===== src/rtl/csa_resolver.sv =====
// Sequential resolver: converts a carry-save operand pair into binary, CHUNK bits per cycle.
// Optional out_cout port enabled by defining CSA_RESOLVER_COUT_EN.
module csa_resolver #(
    parameter int MAX   = 32,
    parameter int CHUNK = 8
) (
    input  logic           clk,
    input  logic           rst_n,
    input  logic           in_valid,
    output logic           in_ready,
    input  logic [MAX-1:0] in_s,
    input  logic [MAX-1:0] in_c,
    output logic           out_valid,
    input  logic           out_ready,
    output logic [MAX-1:0] out_sum
`ifdef CSA_RESOLVER_COUT_EN
    ,
    output logic           out_cout
`endif
);

    localparam int NCH = MAX / CHUNK;
    localparam int KW  = (NCH > 1) ? $clog2(NCH) : 1;
    localparam logic [KW-1:0] LAST_K = KW'(NCH - 1);

    typedef enum logic [1:0] {
        IDLE,
        ADD,
        DONE
    } state_t;

    state_t           state;
    logic [MAX-1:0]   s_reg;
    logic [MAX-1:0]   c_reg;
    logic [KW-1:0]    k;
    logic             carry;
    logic [CHUNK-1:0] s_chunk;
    logic [CHUNK-1:0] c_chunk;
    logic [CHUNK:0]   chunk_sum;

    always_comb begin
        s_chunk   = s_reg[k*CHUNK +: CHUNK];
        c_chunk   = c_reg[k*CHUNK +: CHUNK];
        chunk_sum = {1'b0, s_chunk} + {1'b0, c_chunk} + {{CHUNK{1'b0}}, carry};
    end

    // in_ready/out_valid are registered alongside the state so they never glitch.
    always_ff @(posedge clk or negedge rst_n) begin
        if (!rst_n) begin
            state     <= IDLE;
            in_ready  <= 1'b1;
            out_valid <= 1'b0;
            s_reg     <= '0;
            c_reg     <= '0;
            k         <= '0;
            carry     <= 1'b0;
            out_sum   <= '0;
`ifdef CSA_RESOLVER_COUT_EN
            out_cout  <= 1'b0;
`endif
        end else begin
            case (state)
                IDLE: begin
                    if (in_valid) begin
                        s_reg    <= in_s;
                        c_reg    <= in_c;
                        k        <= '0;
                        carry    <= 1'b0;
                        in_ready <= 1'b0;
                        state    <= ADD;
                    end
                end
                ADD: begin
                    out_sum[k*CHUNK +: CHUNK] <= chunk_sum[CHUNK-1:0];
                    carry <= chunk_sum[CHUNK];
                    k     <= k + 1'b1;
                    // Final chunk's carry leaves out_sum (mod 2^MAX) and optionally feeds out_cout.
                    if (k == LAST_K) begin
                        out_valid <= 1'b1;
                        state     <= DONE;
`ifdef CSA_RESOLVER_COUT_EN
                        out_cout  <= chunk_sum[CHUNK];
`endif
                    end
                end
                DONE: begin
                    if (out_ready) begin
                        out_valid <= 1'b0;
                        in_ready  <= 1'b1;
                        state     <= IDLE;
                    end
                end
                default: begin
                    out_valid <= 1'b0;
                    in_ready  <= 1'b1;
                    state     <= IDLE;
                end
            endcase
        end
    end

endmodule


===== config.mk =====
export PLATFORM = sky130hd
export DESIGN_NAME = csa_resolver
export DESIGN_NICKNAME = d
export VERILOG_FILES = /design/src/rtl/csa_resolver.sv
export SDC_FILE = /design/constraint.sdc
export NUM_CORES = 1
export LEC_CHECK = 0
export ABC_CLOCK_PERIOD_IN_PS = 8610
export BUFFER_PORTS_ARGS = -buffer_cell sky130_fd_sc_hd__buf_4
export CORE_UTILIZATION = 50
export CTS_BUF_LIST = sky130_fd_sc_hd__clkbuf_4 sky130_fd_sc_hd__clkbuf_8
export CTS_CLUSTER_DIAMETER = 50
export CTS_CLUSTER_SIZE = 40
export DETAILED_ROUTE_END_ITERATION = 10
export HOLD_SLACK_MARGIN = 0.15
export PLACE_DENSITY = 0.75
export SLEW_MARGIN = 5
export SYNTH_ARGS = -nofsm -noshare
export SYNTH_HDL_FRONTEND = slang
export SYNTH_SLANG_ARGS = --single-unit

===== constraint.sdc =====
create_clock -name clk -period 8.61 [get_ports clk]
set_input_delay 0.4305 -clock clk [delete_from_list [all_inputs] [get_ports clk]]
set_output_delay 0.4305 -clock clk [all_outputs]
set_load 0.01 [all_outputs]

== Word level (Yosys, flattened, before mapping) ==
Index checks and enable logic that the tools add are counted.

* Add/subtract/negate cells: 4
* Eq/ne operators: 6
* Shift-type cells: 4
* Mux-type cells: 14
* Bitwise operators: 2
* Reductions and logical operators: 7

{| class="wikitable"
|+ Operators with widths
! operator !! number
|-
| variable part select 32 x 6 -> 8 bit || 2
|-
| negator 5 -> 34 bit || 1
|-
| variable shift 8 x 34 -> 32 bit (first input constant) || 1
|-
| variable part select 8 x 34 -> 32 bit || 1
|-
| bitwise mux 32 bit || 1
|-
| adder 8 x 8 -> 9 bit || 1
|-
| adder 9 x 1 -> 9 bit || 1
|-
| AND reduction 3 bit || 3
|-
| 2-to-1 mux 2 bit || 4
|-
| != test 2 bit (second input constant) || 3
|-
| case mux 1 bit (3 select lines) || 2
|-
| case mux 2 bit (3 select lines) || 1
|-
| == test 2 bit (second input constant) || 2
|-
| 2-to-1 mux 1 bit || 4
|-
| case mux 2 bit (2 select lines) || 1
|-
| AND reduction 2 bit || 2
|-
| adder 2 x 1 -> 2 bit (second input constant) || 1
|-
| == test 2 x 1 -> 1 bit (second input constant) || 1
|-
| zero test 2 bit || 1
|-
| inverter 1 bit || 2
|-
| case mux 1 bit (2 select lines) || 1
|-
| nonzero test 2 bit || 1
|}

* Bits in registers: 103
* Bits of input ports: 68
* Output and inout port bits: 34
* Word-level logic and storage cells: 45

== Depth between registers and ports, before layout ==
* Word-level depth: 5
* Gate-level depth with buffers: 10
* Gate-level depth less buffers: 8

== Worst setup path after synthesis ==
No wires, ideal clock.

* Path kind: register to register
* Start point: register k[0]
* End point: register out_sum[30]
* Library setup time: 0.121 ns
* Data arrival time: 3.019 ns
* Required time: 8.489 ns
* Path slack: 5.470 ns
* Cell stages (with the launch flop): 11
* Buffers on the path: 2
* Cell sequence: dfrtp_1 > buf_4 > buf_2 > mux4_2 > fa_1 > fa_1 > a21oi_1 > o22ai_1 > nor2_1 > xnor2_1 > a22o_1

* Cells in the longest elaborated chain, start to end: 5
* Elaborated cells on any way between the ends: 8
* Classes of those cells: 3 x add/sub; 4 x shift; 1 x mux

{| class="wikitable"
|+ Ends and longest elaborated chain
! element !! line !! source
|-
| start: declaration || 35 || <nowiki>logic [KW-1:0] k;</nowiki>
|-
| start signal: assignment || 76 || <nowiki>k <= k + 1'b1;</nowiki>
|-
| variable part select 32 x 6 -> 8 bit (on tied branches) || 42, 43 ||
|-
| adder 8 x 8 -> 9 bit || 44 || <nowiki>chunk_sum = {1'b0, s_chunk} + {1'b0, c_chunk} + {{CHUNK{1'b0}}, carry};</nowiki>
|-
| adder 9 x 1 -> 9 bit || 44 ||
|-
| variable part select 8 x 34 -> 32 bit || 74 || <nowiki>out_sum[k*CHUNK +: CHUNK] <= chunk_sum[CHUNK-1:0];</nowiki>
|-
| bitwise mux 32 bit * || 74 ||
|-
| end signal: indexed assignment || 74 ||
|-
| end: declaration || 15 || <nowiki>output logic [MAX-1:0] out_sum</nowiki>
|}

Every way passes the cells marked *; elsewhere a longest branch is shown, timed or not.
A chain may end at the register's enable or synchronous reset.

== Final worst setup path ==
Same ends and word-level chain as after synthesis.

==> flow_metrics.env <==
export IMPL_vias=2930
export IMPL_drtAntennaViolNets=0
export IMPL_antenna_found_initial=0
export IMPL_final_setup_tns_ns=0
export IMPL_cts_num_sinks=103
export IMPL_grt_pass1_vias=3010
export IMPL_root_buffer="clkbuf_8"
export IMPL_grt_pass1_wl_um=15950
export IMPL_dpl_hpwl_um=7042
export IMPL_clk_path_buf_depth=2
export IMPL_yosysUniqueCellTypes=36
export IMPL_cp_start_kind="flip-flop"
export IMPL_vias_per_cell=5.667
export IMPL_synthFlopType="dfrtp_1"
export IMPL_crit_required_ns=8.86
export IMPL_cts_max_level=3
export IMPL_drive_above_1_share_pct=51.83
export IMPL_violations="design-rule violations"
export IMPL_yosysTopAreaCell="dfrtp_1"
export IMPL_die_area_mm2=0.009653
export IMPL_maxCapViolations=0
export IMPL_worstPathArrival_ns=3.19
export IMPL_setup_viol=0
export IMPL_yosysWarnings=0
export IMPL_p_leak_uw=0.002627
export IMPL_std_cell_rows=34
export IMPL_wl_per_cell_um=18.69
export IMPL_grt_max_degree=65
export IMPL_fin_area_mm2=0.005708
export IMPL_synth_fa_ha_area_share_pct=4.376
export IMPL_drc=7
export IMPL_maxSlewViolCount=0
export IMPL_holdWs_ns=0.2352
export IMPL_first_pass_iters=10
export IMPL_ir_drop_uv=242.2
export IMPL_synth_simple_gate_area_share_pct=4.241
export IMPL_grtUsageTotal_pct=21.58
export IMPL_first_iter_violations=132
export IMPL_synth_compound_area_share_pct=9.265
export IMPL_io_pins=102
export IMPL_finalHoldViolCount=0
export IMPL_synthMuxAreaShare_pct=23.58
export IMPL_crit_fanout=18
export IMPL_async_reset_ff_share_pct=100.0
export IMPL_syn_inst=299
export IMPL_syn_mean_instance_area_um2=15.49
export IMPL_whs_path_depth=2
export IMPL_r2r_cells=8
export IMPL_cts_tree="done"
export IMPL_worstMarginPinSlew_ns=0.8091
export IMPL_ys_seq_area_share_pct=55.67
export IMPL_synth_nets=382
export IMPL_io_buffers=101
export IMPL_fin_nets=487
export IMPL_seqCellArea_mm2=0.002579
export IMPL_min_period_ns=2.941
export IMPL_cts_made_buffers=9
export IMPL_yosys_area_top_type_share_pct=55.11
export IMPL_fmax_ghz=0.3400
export IMPL_ys_top_cells_by_area="dfrtp_1 55%, mux2_2 16%, mux4_2 7.8%"
export IMPL_hold_path_class="primary input to flip-flop"
export IMPL_timing_final_crit_share_pct=34.16
export IMPL_powerDensity_mw_per_mm2=435.1
export IMPL_p_total_uw=2484
export IMPL_wl_um=9661
export IMPL_globalRoute_totalOverflow=0
export IMPL_ys_ff_latch=103
export IMPL_routabilityCongestion=0.7810
export IMPL_fill_cells=683
export IMPL_clk_pin_slew_ns=0.11
export IMPL_status="finished, violations left"
export IMPL_multi_input_area_mm2=0.001969
export IMPL_postPlaceCellArea_mm2=0.005494
export IMPL_grt_setup_unrepaired="false"
export IMPL_synth_area_mm2=0.004632
export IMPL_synthXorXnorAreaFrac_pct=0.9454
export IMPL_die_y_um=98.25
export IMPL_insertedDiodeCount=0
export IMPL_skew_ns=0.01887
export IMPL_final_core_util_pct=64.51
export IMPL_dieWidth_um=98.25
export IMPL_synth_edff_count=0
export IMPL_synth_top_family_by_area="multiplexers"
export IMPL_crit_type="flip-flop to flip-flop"
export IMPL_core_area_mm2=0.008848
export IMPL_clk_latency_ns=0.37
export IMPL_endpoint_kind="flip-flop"
export IMPL_slew_headroom_pct=46.06
export IMPL_area_growth_pct=23.23
export IMPL_start_util_pct=52.35
[what timing repair did]
item                      4_1_cts  5_1_grt
hold buffers                    1        0
hold endpoints to repair       46        0
setup buffers                   0        0
resized for setup               0        0
[report_power, final]
| part | internal, uW | total, uW | switching (uW) | leakage (uW) |
|---|---|---|---|---|
| clock | 138 | 309 | 171 | 0.000102 |
| sequential | 701 | 835 | 133 | 0.00128 |
| combinational | 642 | 1340 | 697 | 0.00125 |
| total | 1480 | 2480 | 1000 | 0.00263 |
[final timing paths]
| check | startpoint | end | slack [ns] |
|---|---|---|---|
| max | k[0] | out_sum[30] | 5.67 |
| min | out_ready | state[1] | 0.24 |
| max reg2reg | k[0] | out_sum[30] | 5.67 |
| min reg2reg | s_reg[2] | s_reg[2] | 0.51 |
| max in group asynchronous | rst_n | s_reg[8] | 6.87 |
| min in group asynchronous | rst_n | state[1] | 0.60 |
[placed cells by master, fill, tap and decap left out, types with 4 or more instances in the layout]
cell | netlist | layout
a21oi_1 | 7 | 7
a22o_1 | 33 | 33
buf_4 | 1 | 105
clkbuf_8 | 0 | 9
dfrtp_1 | 102 | 102
ha_1 | 13 | 13
inv_1 | 6 | 6
mux2_2 | 65 | 65
mux4_2 | 16 | 16
nand2_1 | 4 | 4
nor2_1 | 4 | 4
o21ai_0 | 6 | 6
[critical path, cell delays in order (launching register included)]
cell and delay, ns:
dfrtp_1 0.51, buf_4 0.38, mux4_2 0.61, fa_1 0.47, a21oi_1 0.24, o22ai_1 0.13
nor2_1 0.14, xnor2_1 0.13, a22o_1 0.22
[logic make-up after synthesis]
kind of cell	after synthesis
compound gates	56
xor+xnor	5
fa+ha+maj	15
buf+inv	18
flops	103
mux	81
simple gates	21
[through the flow]
| step | std cells | setup WS [ns] |
|---|---|---|
| floorplan | 299 | 5.470 |
| global placement | 500 | 5.776 |
| detailed placement | 500 | 5.682 |
| CTS | 517 | 5.644 |
| global route | 517 | 5.473 |
| finish | 517 | 5.669 |
[cells in the mapped netlist (2+ instances only)]
master and number:
inv_1 6, nand2_4 3, ha_1 13, nand2_1 4, nor4b_4 3, o211ai_1 2
dfrtp_1 102, buf_2 8, xnor2_1 3, mux4_2 16, fa_1 2, o21ai_0 6
nand3_1 2, xor2_1 2, mux2_2 65, a21oi_1 7, a22o_1 33, nor2_1 4
[cell type report]
type | count | area share, %
Sequential cell | 103 | 45.18
Multi-Input combinational cell | 178 | 34.50
Timing Repair Buffer | 106 | 13.99
Tap cell | 108 | 2.367
Clock buffer | 9 | 2.170
Clock inverter | 7 | 1.403
Inverter | 6 | 0.3946
[routing by layer]
layer,vias up,track usage (%),share of wire (%),wire [um]
met5,-,0,0,0
met4,0,6.200,0.90,87
met2,99,33.32,47,4531
li1,1338,-,-,-
met3,8,4.510,5.3,509
met1,1485,31.21,47,4533
Note: power is estimated with default switching activity, not from simulation.
